--- config.mk ---
export PLATFORM = sky130hd
export DESIGN_NAME = branch_step_sequencer
export DESIGN_NICKNAME = d
export VERILOG_FILES = /design/src/rtl/ctrl_seq_pkg.sv /design/src/rtl/step_timer.sv /design/src/rtl/branch_step_sequencer.sv
export SDC_FILE = /design/constraint.sdc
export NUM_CORES = 1
export LEC_CHECK = 0
export CAP_MARGIN = 20
export CORE_ASPECT_RATIO = 1.25
export CORE_MARGIN = 1.5
export CORE_UTILIZATION = 30
export CTS_CLUSTER_SIZE = 20
export DETAILED_ROUTE_END_ITERATION = 12
export DONT_BUFFER_PORTS = 1
export GPL_TIMING_DRIVEN = 1
export SYNTH_ARGS = -nofsm -noshare
export SYNTH_HDL_FRONTEND = slang
export SYNTH_HIERARCHICAL = 1
export SYNTH_SLANG_ARGS = --single-unit
--- constraint.sdc ---
create_clock -name clock -period 2.28 [get_ports clock]
set_input_delay 0.456 -clock clock [delete_from_list [all_inputs] [get_ports clock]]
set_output_delay 0.456 -clock clock [all_outputs]
set_load 0.01 [all_outputs]
--- src/rtl/ctrl_seq_pkg.sv ---
// ctrl_seq_pkg: states, opcode classes, opcodes, ALU code and bus indices shared by branch_step_sequencer
package ctrl_seq_pkg;
   typedef enum logic [2:0] {IDLE, T0, T1, T2, T3, T4, T5, T6} state_t;
   typedef enum logic [1:0] {K_JR, K_JAL, K_BR, K_BAD} kind_t;
   localparam logic [4:0] OP_BR = 5'b10010;
   localparam logic [4:0] OP_JR = 5'b10011;
   localparam logic [4:0] OP_JAL = 5'b10100;
   localparam logic [5:0] ALU_ADD = 6'd3;
   localparam int ZLOW_IDX = 19;
   localparam int PC_IDX = 20;
   localparam int IR_IDX = 21;
   localparam int MDR_IDX = 22;
   localparam int MAR_IDX = 23;
   localparam int Y_IDX = 24;
   localparam int C_IDX = 25;
   function automatic kind_t decode(input logic [4:0] op);
      return op == OP_JR ? K_JR : op == OP_JAL ? K_JAL : op == OP_BR ? K_BR : K_BAD;
   endfunction
endpackage

--- src/rtl/step_timer.sv ---
// step_timer: phase counter wrapping at DIV with last-phase flag; hold freezes it, zero forces phase 0
module step_timer #(
   parameter int DIV = 4,
   parameter int PW = $clog2(DIV)
) (
   input  logic          clock,
   input  logic          clr,
   input  logic          hold,
   input  logic          zero,
   output logic [PW-1:0] phase_n,
   output logic          last
);
   logic [PW-1:0] phase;
   assign last = phase == PW'(DIV - 1);
   assign phase_n = zero ? '0 : hold ? phase : last ? '0 : phase + 1'b1;
   always_ff @(posedge clock) phase <= clr ? '0 : phase_n;
endmodule

--- src/rtl/branch_step_sequencer.sv ---
// branch_step_sequencer: T-step fetch/execute sequencer for jr, jal and br; SINGLE_STEP_EN adds step_req single-stepping
module branch_step_sequencer
   import ctrl_seq_pkg::*;
#(
   parameter int SEL_W = 32,
   parameter int STEP_DIV = 4,
   parameter int OPC_W = 5,
   parameter int ALU_W = 6
) (
   input  logic             clock,
   input  logic             clr,
`ifdef SINGLE_STEP_EN
   input  logic             step_req,
`endif
   input  logic             start,
   input  logic [31:0]      ir,
   input  logic             con_ff,
   output logic [SEL_W-1:0] enc_input,
   output logic [SEL_W-1:0] reg_enable,
   output logic [ALU_W-1:0] alu_sel,
   output logic             read,
   output logic             inc_pc,
   output logic             gra,
   output logic             grb,
   output logic             r_in,
   output logic             r_out,
   output logic             con_in,
   output logic             busy,
   output logic             done,
   output logic             illegal
);
   localparam int PW = $clog2(STEP_DIV);
   state_t state, ns;
   kind_t kind, kn;
   logic fin, fin_n, hold, zero, last, stall_n, step_end, enter3, cap, unused_ir;
   logic [PW-1:0] phase_n;
   logic [SEL_W-1:0] enc_n, en_n;
   logic [ALU_W-1:0] alu_n;
   logic read_n, inc_n, gra_n, grb_n, rin_n, rout_n, conin_n;
   assign unused_ir = ^ir[31-OPC_W:0];
`ifdef SINGLE_STEP_EN
   logic stall;
   assign stall_n = state != IDLE && (stall ? !step_req : last);
   assign step_end = stall && step_req;
   always_ff @(posedge clock) stall <= clr ? 1'b0 : stall_n;
`else
   assign stall_n = 1'b0;
   assign step_end = state != IDLE && last;
`endif
   assign hold = state == IDLE || stall_n;
   assign zero = ns == IDLE;
   step_timer #(.DIV(STEP_DIV), .PW(PW)) u_timer (
      .clock(clock), .clr(clr), .hold(hold), .zero(zero), .phase_n(phase_n), .last(last)
   );
   always_comb begin
      ns = state;
      if (state == IDLE) ns = start && !fin ? T0 : IDLE;
      else if (state == T3 && kind == K_BAD) ns = IDLE;
      else if (step_end) ns = state == T6 || (state == T4 && kind != K_BR) ? IDLE : state_t'(state + 3'd1);
   end
   assign enter3 = ns == T3 && state != T3;
   assign kn = enter3 ? decode(OPC_W'(ir[31 -: OPC_W])) : kind;
   assign fin_n = step_end && ns == IDLE;
   assign cap = phase_n == PW'(STEP_DIV - 1);
   always_comb begin
      enc_n = '0;
      en_n = '0;
      alu_n = '0;
      {read_n, inc_n, gra_n, grb_n, rin_n, rout_n, conin_n} = '0;
      if (!stall_n)
         case (ns)
            T0: begin enc_n[PC_IDX] = 1'b1; en_n[MAR_IDX] = cap; inc_n = cap; end
            T1: begin read_n = 1'b1; en_n[MDR_IDX] = cap; end
            T2: begin enc_n[MDR_IDX] = 1'b1; en_n[IR_IDX] = cap; end
            T3: if (kn == K_JAL) begin enc_n[PC_IDX] = 1'b1; grb_n = 1'b1; rin_n = cap; end
               else if (kn == K_BR) begin gra_n = 1'b1; rout_n = 1'b1; conin_n = cap; end
            T4: if (kn == K_BR) begin enc_n[PC_IDX] = 1'b1; en_n[Y_IDX] = cap; end
               else begin gra_n = 1'b1; rout_n = 1'b1; en_n[PC_IDX] = cap; end
            T5: begin enc_n[C_IDX] = 1'b1; alu_n = ALU_W'(ALU_ADD); en_n[ZLOW_IDX] = cap; end
            T6: begin enc_n[ZLOW_IDX] = 1'b1; en_n[PC_IDX] = cap && con_ff; end
            default: ;
         endcase
   end
   always_ff @(posedge clock)
      if (clr) begin
         state <= IDLE;
         kind <= K_JR;
         fin <= 1'b0;
         enc_input <= '0;
         reg_enable <= '0;
         alu_sel <= '0;
         {read, inc_pc, gra, grb, r_in, r_out, con_in, busy, done, illegal} <= '0;
      end else begin
         state <= ns;
         kind <= kn;
         fin <= fin_n;
         enc_input <= enc_n;
         reg_enable <= en_n;
         alu_sel <= alu_n;
         {read, inc_pc, gra, grb, r_in, r_out, con_in} <= {read_n, inc_n, gra_n, grb_n, rin_n, rout_n, conin_n};
         busy <= ns != IDLE || fin_n;
         done <= fin;
         illegal <= enter3 && kn == K_BAD;
      end
endmodule

# Word-level counts from Yosys, hierarchy flattened
# Index checks and enable logic that the tools add are counted.
dict set report totals {
  ff_bits 87
  input_bits 36
  wordCells 100
}
dict set report classes {
  n_addsub 2
  eq_ne 21
  mux 27
  bitwise 6
  n_reduce_logical 22
}
# op n
set ops {}
lappend ops {{3-bit equality test, second input constant} 7}
lappend ops {{5-bit equality test, second input constant} 3}
lappend ops {{2-bit two-way mux} 7}
lappend ops {{1-bit two-way mux} 13}
lappend ops {{3-bit two-way mux} 4}
lappend ops {{2-bit equality test, second input constant} 5}
lappend ops {{2-bit OR reduction} 5}
lappend ops {{1-bit logical AND} 8}
lappend ops {{3-bit by 2-bit equality test with 1-bit output, second input constant} 2}
lappend ops {{3-bit logical NOT} 2}
lappend ops {{1-bit inverter} 6}
lappend ops {{3-bit nonzero test} 2}
lappend ops {{3-bit OR reduction} 2}
lappend ops {{1-bit one-hot mux with 2 select lines} 2}
lappend ops {{3-bit by 1-bit adder with 3-bit output, second input constant} 1}
lappend ops {{3-bit by 1-bit equality test with 1-bit output, second input constant} 1}
lappend ops {{3-bit != test, second input constant} 1}
lappend ops {{1-bit one-hot mux with 3 select lines} 1}
lappend ops {{2-bit by 1-bit adder with 2-bit output, second input constant} 1}
lappend ops {{2-bit by 1-bit equality test with 1-bit output, second input constant} 1}
lappend ops {{1-bit logical OR} 2}
lappend ops {{2-bit != test, second input constant} 1}
lappend ops {{1-bit logical NOT} 1}

# Depth between registers and ports, before layout
# Gate-level depths: netlist of the first run.
dict set report depth {
  word_depth 14
  mapped_depth 12
}

# Hierarchy
# Netlist of the first run, hierarchy kept.
# mod instances cells_per_inst area_per_inst_um2 seq_area_each_um2
set modules_own_cells {}
lappend modules_own_cells {branch_step_sequencer 1 189 1576.5 480.5}
lappend modules_own_cells {step_timer 1 10 98.8 40.0}

# Worst setup path before layout of the first run
# No wires, ideal clock.
dict set report synth_timing {
  path_kind {flip-flop to flip-flop}
  from {register state[0]}
  to {register reg_enable[20]}
  setup_ns 0.116
  arrival_ns 2.130
  setup_slack_ns 0.034
  stages_incl_launch_ff 13
  n_path_buf 0
  synth_period_minus_slack_ns 2.246
  path_cell_list {dfxtp_1 -> inv_1 -> ha_1 -> nand4bb_1 -> o21ai_0 -> o2bb2ai_1 -> nand2_1 -> nor2_1 -> nor2_1 -> nand2_1 -> nor3_2 -> and4b_1 -> a31o_2}
}
dict set report synth_via {
  elab_cells_between_ends 28
  cone_classes {1 x add/sub; 9 x eq/ne; 9 x mux; 9 x reduce/logical}
}
# item line
set synth_lines {}
lappend synth_lines {{start: declaration} branch_step_sequencer.sv:33} ;# state_t state, ns;
lappend synth_lines {{start signal: assignment} branch_step_sequencer.sv:94} ;# state <= ns;
lappend synth_lines {{parallel branches: the longest is 6 deep, another holds 3-bit by 1-bit adder with 3-bit output} -}
lappend synth_lines {{3-bit two-way mux *} branch_step_sequencer.sv:57} ;# if (state == IDLE) ns = start && !fin ? T0 : IDLE;
lappend synth_lines {{3-bit logical NOT *} branch_step_sequencer.sv:51} ;# assign zero = ns == IDLE;
lappend synth_lines {{net zero} branch_step_sequencer.sv:35} ;# logic fin, fin_n, hold, zero, last, stall_n, step_end, enter3, cap, unused_ir;
lappend synth_lines {{2-bit two-way mux *} step_timer.sv:15} ;# assign phase_n = zero ? '0 : hold ? phase : last ? '0 : phase + 1'b1;
lappend synth_lines {{net phase_n[1]} branch_step_sequencer.sv:36} ;# logic [PW-1:0] phase_n;
lappend synth_lines {{2-bit equality test *} branch_step_sequencer.sv:64} ;# assign cap = phase_n == PW'(STEP_DIV - 1);
lappend synth_lines {{1-bit two-way mux or 1-bit logical AND (tied branches)} {branch_step_sequencer.sv:77, branch_step_sequencer.sv:80}}
lappend synth_lines {{1-bit one-hot mux with 2 select lines *} branch_step_sequencer.sv:71} ;# case (ns)
lappend synth_lines {{end signal: assignment} branch_step_sequencer.sv:98} ;# reg_enable <= en_n;
lappend synth_lines {{end: declaration} branch_step_sequencer.sv:19} ;# output logic [SEL_W-1:0] reg_enable,
# Mark *: on every way through the listed nets, which the timed path passes.
# A chain may end at the register's enable or synchronous reset.

# Final worst setup path of the first run
dict set report layout_timing {
  from {register state[1]}
  to {register reg_enable[20]}
}
# The elaborated chain is that of the path after synthesis.

==> load_flow_metrics.sql, run 1 <==
INSERT INTO impl_metrics (metric_group, metric, value, unit) VALUES
('timing', 'hold_viol', '0', ''),
('clock_network', 'root_buffer', 'sky130_fd_sc_hd__clkbuf_8', ''),
('worst_setup_path', 'ff2ff_setup_slack', '0.12', 'ns'),
('floorplanning', 'die_y', '86.6', 'um'),
('worst_setup_path', 'timing.critical_path.from_type', 'flop', ''),
('clock_network', 'cts-buffers-inserted', '3', ''),
('yosys', 'yosys.cell_types.count', '45', ''),
('final_layout', 'filler_cell_count', '579', ''),
('routing', 'vias_per_inst', '4.19', ''),
('clock_network', 'cts_sinks', '26', ''),
('floorplanning', 'io_pins', '116', ''),
('worst_setup_path', 'worst_ep_required_time', '2.50', 'ns'),
('yosys', 'synthSimpleGateAreaFrac', '0.196', ''),
('final_layout', 'register_area', '522', 'um2'),
('routing', 'routed-via-count', '1147', ''),
('run', 'max-cap-violations', '0', ''),
('min_path', 'worst_hold_path_type', 'primary input to flop', ''),
('timing', 'drv_slew', '0', ''),
('routing', 'dr.pass1.iters', '4', ''),
('place', 'globalplace.congestion', '0.854', ''),
('routing', 'detail_route.iter0.violations', '43', ''),
('worst_setup_path', 'critical_path.reg2reg.startpoint', 'state[1]', ''),
('yosys', 'synth-compound-area-share', '0.115', ''),
('clock_network', 'cts_max_path_buffers', '2', ''),
('final_layout', 'mostFrequentLayoutCell', 'sky130_fd_sc_hd__conb_1', ''),
('worst_setup_path', 'worstPathMaxFanout', '5', ''),
('final_layout', 'layoutNonFillerInstCount', '274', ''),
('floorplanning', 'dieWidth', '69.8', 'um'),
('min_path', 'hold_end', 'u_timer/phase[0]', ''),
('clock_network', 'tritoncts', 'done', ''),
('final_layout', 'proportion_of_layout_cells_with_a_drive_suffix_above_1', '0.224', ''),
('grt', 'first_pass_grt_wire_length', '4.55', 'mm'),
('yosys', 'ys_seq_elements', '26', ''),
('grt', 'grt_pass1_vias', '1027', ''),
('place', 'hpwl', '2.23', 'mm'),
('timing', 'maxSlewHeadroom', '0.633', ''),
('yosys', 'synth.yosys.seq_area_share', '0.311', ''),
('yosys', 'synth.cell_area', '1680', 'um2'),
('yosys', 'synth_warnings', '6', ''),
('timing', 'min_period_over_period', '0.948', ''),
('worst_setup_path', 'timing.reg2reg.worst_path_depth', '12', ''),
('worst_setup_path', 'timing.rr.end', 'reg_enable[20]', ''),
('timing', 'max_freq', '463', 'MHz'),
('final_layout', 'nets_finish', '252', ''),
('clock_network', 'clkSlewWorstSetupHoldPaths', '0.09', 'ns'),
('yosys', 'syn-instance-count', '199', ''),
('worst_setup_path', 'worstSetupEndpointType', 'flop', ''),
('grt', 'grt_max_degree', '16', ''),
('place', 'port-buffer-count', '0', ''),
('status', 'status', 'finished, final reports clean', ''),
('worst_setup_path', 'cp_data_arrival_time', '2.38', 'ns'),
('grt', 'residual_overflow_from_global_routing', '0', ''),
('worst_setup_path', 'worstSetupPathType', 'flop to flop', ''),
('floorplanning', 'die-area', '6040', 'um2'),
('place', 'placed_cells', '267', ''),
('final_layout', 'finalInstanceArea', '1750', 'um2'),
('clock_network', 'ctsHtreeMaxLevel', '1', ''),
('yosys', 'yosys.area_share.adder', '0.0373', ''),
('floorplanning', 'initial_utilization', '0.310', ''),
('routing', 'drt.antenna.violating_nets', '0', ''),
('grt', 'global_route.usage.total', '0.0929', ''),
('routing', 'routed_wire_length_per_instance', '10.7', 'um'),
('pwr', 'total_leakage_power', '0.764', 'nW'),
('final_layout', 'insertedDiodeCount', '0', ''),
('yosys', 'synth_mux_area_frac', '0.0306', ''),
('floorplanning', 'core_area', '5410', 'um2'),
('place', 'placedInstanceArea', '1590', 'um2'),
('timing', 'clock-skew-final', '0.00128', 'ns'),
('clock_network', 'worstSkewPairLatency', '0.26', 'ns'),
('final_layout', 'area_taken_by_multi_input_logic_gates', '923', 'um2'),
('routing', 'route.detailed.drc', '0', '');
==> stage by stage <==
stage               utilization  hold slack (ns)  TNS, ns  setup WS [ns]  power [mW]
floorplan                     -            0.430        0         0.0341       0.631
finish                    0.324            0.240        0          0.120       0.960
global placement          0.293            0.455        0         0.0120       0.579
detailed placement        0.293            0.458        0         0.0125       0.580
global route              0.324            0.226  -0.0119        -0.0119       0.999
CTS                       0.315            0.232        0        0.00444       0.962
==> critical path: stages (launching register included) <==
cell	delay [ns]
sky130_fd_sc_hd__dfxtp_1	0.37
sky130_fd_sc_hd__inv_1	0.07
sky130_fd_sc_hd__ha_1	0.24
sky130_fd_sc_hd__inv_1	0.15
sky130_fd_sc_hd__a21oi_1	0.09
sky130_fd_sc_hd__a211o_1	0.29
sky130_fd_sc_hd__nand2_1	0.14
sky130_fd_sc_hd__nor2_4	0.06
sky130_fd_sc_hd__a21oi_2	0.13
sky130_fd_sc_hd__nand2_2	0.10
sky130_fd_sc_hd__nor3_4	0.16
sky130_fd_sc_hd__and4b_1	0.22
sky130_fd_sc_hd__a31o_2	0.09
==> state kept, by name, summed over array words and instances (netlist names) <==
name / count
alu_sel: 1
busy: 1
con_in: 1
done: 1
enc_input: 3
fin: 1
grb: 1
illegal: 1
kind: 2
r_in: 1
r_out: 1
read: 1
reg_enable: 6
state: 3
u_timer/phase: 2
==> cell families (layout without fill, tap and decap cells) <==
logic type      Yosys count  count (layout)
mux                       5               5
other cells               1              58
fa+ha+maj                 5               5
compound gates           25              25
flops                    26              26
buf+inv                  74              28
simple gates             63              63
==> how the worst max path moves through the flow <==
stage                      to  cells past startpoint     start
3_3_place_gp   reg_enable[20]                     12  state[0]
2_1_floorplan  reg_enable[20]                     12  state[0]
3_5_place_dp   reg_enable[20]                     12  state[0]
4_1_cts        reg_enable[20]                     11  state[0]
6_report       reg_enable[20]                     12  state[1]
5_1_grt        reg_enable[20]                     12  state[1]
==> metal layers <==
layer  up-vias  part of all wire  GRT usage
li1        562                 -          -
met4         0             0.016     0.0472
met3         4             0.057     0.0105
met2        60              0.51      0.169
met1       521              0.42      0.107
met5         -                 0          0
==> cells in the mapped netlist, drive strengths merged <==
cell type  instances  area share
a22o               1      0.0052
conb               1      0.0022
clkinv             1      0.0022
ha                 5       0.037
a311oi             2       0.014
or3b               1      0.0052
dfxtp             26        0.31
and4               1      0.0052
o2bb2ai            1      0.0052
a31oi              1      0.0037
nor2              24       0.054
nand4bb            1      0.0067
o311a              1      0.0067
or3                1      0.0037
buf               66        0.29
and2b              1      0.0060
inv                6       0.013
nor2b              3       0.011
o21ai              2      0.0060
or2                3       0.011
a21oi              8       0.024
and4b              1      0.0060
a31o               2       0.010
nor3               5       0.018
o211ai             2       0.012
o31ai              1      0.0045
a211o              1      0.0052
nand2b             5       0.019
nor4               1      0.0037
a22oi              1      0.0045
a32o               1      0.0060
clkbuf             1      0.0022
mux2               1      0.0067
nand3b             2      0.0090
a211oi             1      0.0075
nand2             12       0.028
mux2i              4       0.024
nand4b             1      0.0052
nor3b              1      0.0045
==> report_power, final <==
| part | total [mW] | internal (mW) | leakage [nW] | switching [mW] |
|---|---|---|---|---|
| logic | 0.123 | 0.0386 | 0.518 | 0.0847 |
| clock network | 0.375 | 0.235 | 0.0357 | 0.141 |
| registers | 0.461 | 0.458 | 0.210 | 0.00333 |
| total | 0.960 | 0.731 | 0.764 | 0.229 |
==> what timing repair did <==
| item | CTS | global route |
|---|---|---|
| pin swaps | 6 | 6 |
| gates resized for setup | 5 | 13 |
| setup buffers | 3 | 0 |
| setup endpoints to repair | 1 | 10 |
| cloned | 0 | 0 |
| hold buffers | 0 | 0 |
==> layout make-up <==
cell class              instances  share of cell area
clock buffers                   3              0.0236
well taps                      64              0.0457
clock inverters                 1              0.0172
flip-flops and latches         26               0.298
repair buffers                 17              0.0729
inverters                       7              0.0150
multi-input cells             156               0.528
(Power assumes the default switching activity.)
==> run 2, diff against run 1 <==
==> constraint.sdc (replaced) <==
create_clock -name clock -period 2.07 [get_ports clock]
set_input_delay 0.414 -clock clock [delete_from_list [all_inputs] [get_ports clock]]
set_output_delay 0.414 -clock clock [all_outputs]
set_load 0.01 [all_outputs]
==> run 2 against run 1 <==
The run now ends with setup timing left; critical path type unchanged; sequential power increased by 10%; critical endpoint unchanged; sequential cell count unchanged; die area unchanged; highest routed layer unchanged; power rose by 1.9%; via count is 3.4% higher; clock-buffer cell count grew 1; fmax is essentially flat.
==> load_flow_metrics.sql, run 2 (synthesized netlist as in run 1, its figures left out) <==
INSERT INTO impl_metrics (metric_group, metric, value, unit) VALUES
('status', 'status', 'finished with violations', ''),
('status', 'violations_in_the_final_reports', 'setup timing', ''),
('final_layout', 'mostFrequentLayoutCell', 'sky130_fd_sc_hd__conb_1', ''),
('grt', 'antenna_found_initial', '0', ''),
('floorplanning', 'die_y', '86.6', 'um'),
('worst_setup_path', 'timing.reg2reg.worst_path_depth', '11', ''),
('floorplanning', 'io_pins', '116', ''),
('clock_network', 'tritoncts', 'done', ''),
('place', 'post_place_setup_slack', '-0.162', 'ns'),
('timing', 'grt_setup_unrepaired', 'true', ''),
('final_layout', 'layout.core_utilization', '0.347', ''),
('routing', 'vias_per_inst', '4.16', ''),
('timing', 'setup_tns', '-0.321', 'ns'),
('worst_setup_path', 'cp_data_arrival_time', '2.37', 'ns'),
('final_layout', 'nets_finish', '263', ''),
('clock_network', 'cts_sinks', '26', ''),
('final_layout', 'insertedDiodeCount', '0', ''),
('timing', 'period_minus_slack', '2.16', 'ns'),
('pwr', 'power_per_cell_area', '521', 'nW/um2'),
('worst_setup_path', 'timing.rr.end', 'reg_enable[20]', ''),
('final_layout', 'proportion_of_layout_cells_with_a_drive_suffix_above_1', '0.326', ''),
('timing', 'clock-skew-final', '0.00448', 'ns'),
('routing', 'routed-via-count', '1186', ''),
('floorplanning', 'core_area', '5410', 'um2'),
('pwr', 'total_leakage_power', '0.828', 'nW'),
('timing', 'fin_hold_ws', '0.195', 'ns'),
('place', 'placed_cells', '273', ''),
('clock_network', 'clkSlewWorstSetupHoldPaths', '0.09', 'ns'),
('floorplanning', 'row_count', '30', ''),
('timing', 'setup_viol', '5', ''),
('final_layout', 'leading_cell_types_in_the_layout_fill_and_taps_excluded', 'sky130_fd_sc_hd__conb_1, sky130_fd_sc_hd__dfxtp_1, sky130_fd_sc_hd__buf_4, sky130_fd_sc_hd__nor2_1, sky130_fd_sc_hd__nand2_1', ''),
('worst_setup_path', 'worst_ep_required_time', '2.28', 'ns'),
('timing', 'max_freq', '463', 'MHz'),
('grt', 'grt_max_degree', '15', ''),
('place', 'globalplace.congestion', '0.830', ''),
('place', 'port-buffer-count', '0', ''),
('timing', 'maxSlewHeadroom', '0.657', ''),
('floorplanning', 'die-area', '6040', 'um2'),
('timing', 'drv_slew', '0', ''),
('grt', 'first_pass_grt_wire_length', '4.61', 'mm'),
('timing', 'worstMarginPinSlew', '0.509', 'ns'),
('final_layout', 'top_register', 'reg_enable', ''),
('floorplanning', 'dieWidth', '69.8', 'um'),
('routing', 'drt.antenna.violating_nets', '0', ''),
('worst_setup_path', 'worstSetupEndpointType', 'flop', ''),
('final_layout', 'layoutNonFillerInstCount', '285', ''),
('clock_network', 'root_buffer', 'sky130_fd_sc_hd__clkbuf_8', ''),
('clock_network', 'worstSkewPairLatency', '0.27', 'ns'),
('grt', 'grt_pass1_vias', '1015', ''),
('timing', 'postLayoutSetupSlackWorst', '-0.0894', 'ns'),
('worst_setup_path', 'timing.critical_path.from_type', 'flop', ''),
('final_layout', 'filler_cell_count', '575', ''),
('min_path', 'worst_hold_path_type', 'primary input to flop', ''),
('timing', 'hold_viol', '0', ''),
('place', 'hpwl', '2.37', 'mm'),
('pwr', 'ir_worst_vdd', '0.178', 'mV'),
('routing', 'routed_wl', '3.07', 'mm'),
('worst_setup_path', 'worstSetupPathType', 'flop to flop', ''),
('worst_setup_path', 'worstPathMaxFanout', '4', ''),
('worst_setup_path', 'ff2ff_setup_slack', '-0.09', 'ns'),
('final_layout', 'area_growth_syn_to_layout', '12.1', '%'),
('routing', 'dr.pass1.iters', '3', ''),
('routing', 'routed_wire_length_per_instance', '10.8', 'um'),
('routing', 'detail_route.iter0.violations', '60', ''),
('grt', 'global_route.usage.total', '0.0957', ''),
('routing', 'route.detailed.drc', '0', ''),
('clock_network', 'cts-buffers-inserted', '3', ''),
('timing', 'min_period_over_period', '1.04', ''),
('worst_setup_path', 'crit_path_end', 'reg_enable[20]', ''),
('floorplanning', 'initial_utilization', '0.310', ''),
('run', 'max-cap-violations', '0', ''),
('worst_setup_path', 'critical_path.reg2reg.startpoint', 'state[0]', ''),
('final_layout', 'largestRegisters', 'reg_enable: 6 flops, enc_input: 3 flops, state: 3 flops', ''),
('clock_network', 'cts_max_path_buffers', '2', ''),
('worst_setup_path', 'critical_path.startpoint', 'state[0]', ''),
('grt', 'residual_overflow_from_global_routing', '0', ''),
('clock_network', 'ctsHtreeMaxLevel', '1', ''),
('final_layout', 'largest_register_ffs', '6', '');
[run 2: cell types whose count changed in the layout (fill, tap and decap cells not counted), moves of 2 or more]
cell / change
sky130_fd_sc_hd__buf_4: +7
sky130_fd_sc_hd__buf_6: +4
sky130_fd_sc_hd__inv_1: -4
sky130_fd_sc_hd__inv_2: +4
sky130_fd_sc_hd__ha_1: -2
sky130_fd_sc_hd__ha_4: +2
sky130_fd_sc_hd__nand2_1: -2
sky130_fd_sc_hd__nand2_2: +2
sky130_fd_sc_hd__nor2_1: -2
sky130_fd_sc_hd__nor2_2: +2
[run 2: worst min path at each step]
stage               from                to  cells after the start
floorplan            fin              done                      1
global placement     fin              done                      1
detailed placement   fin              done                      1
CTS                  clr  u_timer/phase[0]                      1
global route         clr          state[0]                      1
finish               clr  u_timer/phase[0]                      1
[run 2: final cells by class]
type / instances / area (um2) / area share
Timing Repair Buffer: 28 / 225 / 0.120
Multi-Input combinational cell: 156 / 963 / 0.513
Sequential cell: 26 / 526 / 0.280
Tap cell: 64 / 80.1 / 0.0426
Inverter: 7 / 28.8 / 0.0153
Clock buffer: 4 / 55.1 / 0.0293
[run 2: report_power, final]
part	leakage, nW	internal, mW	total, mW	switching, mW
Clock	0.0288	0.170	0.323	0.153
Sequential	0.211	0.504	0.509	0.00480
Combinational	0.588	0.0501	0.147	0.0966
Total	0.828	0.724	0.978	0.254
[run 2: what timing repair did]
item	CTS	global route
buffers inserted	6	3
setup endpoints to repair	11	13
hold buffers	0	0
gates resized for setup	13	7
pin swaps	13	11
[run 2: per-layer routing]
metal / wire [um] / share of wire / up-vias / global-route usage
met2: 1600 / 0.52 / 62 / 0.180
met1: 1220 / 0.40 / 529 / 0.106
met4: 66 / 0.021 / 0 / 0.0472
met5: 0 / 0 / - / 0
met3: 189 / 0.062 / 6 / 0.0116
li1: - / - / 589 / -
[run 2: critical path, cell delays in order, from the launching register on]
cell	delay (ns)
sky130_fd_sc_hd__dfxtp_4	0.37
sky130_fd_sc_hd__ha_4	0.16
sky130_fd_sc_hd__ha_4	0.27
sky130_fd_sc_hd__o211ai_2	0.08
sky130_fd_sc_hd__a211o_1	0.30
sky130_fd_sc_hd__nand2_2	0.10
sky130_fd_sc_hd__nor2_4	0.05
sky130_fd_sc_hd__nor2_2	0.12
sky130_fd_sc_hd__nand2_2	0.10
sky130_fd_sc_hd__nor3_4	0.24
sky130_fd_sc_hd__and4b_1	0.22
sky130_fd_sc_hd__a31o_2	0.10
[run 2: stage by stage]
stage	total power, mW	area [um2]
2_1_floorplan	0.705	1960
3_3_place_gp	0.653	1700
3_5_place_dp	0.655	1700
4_1_cts	0.990	1840
5_1_grt	1.03	1880
6_report	0.978	1880
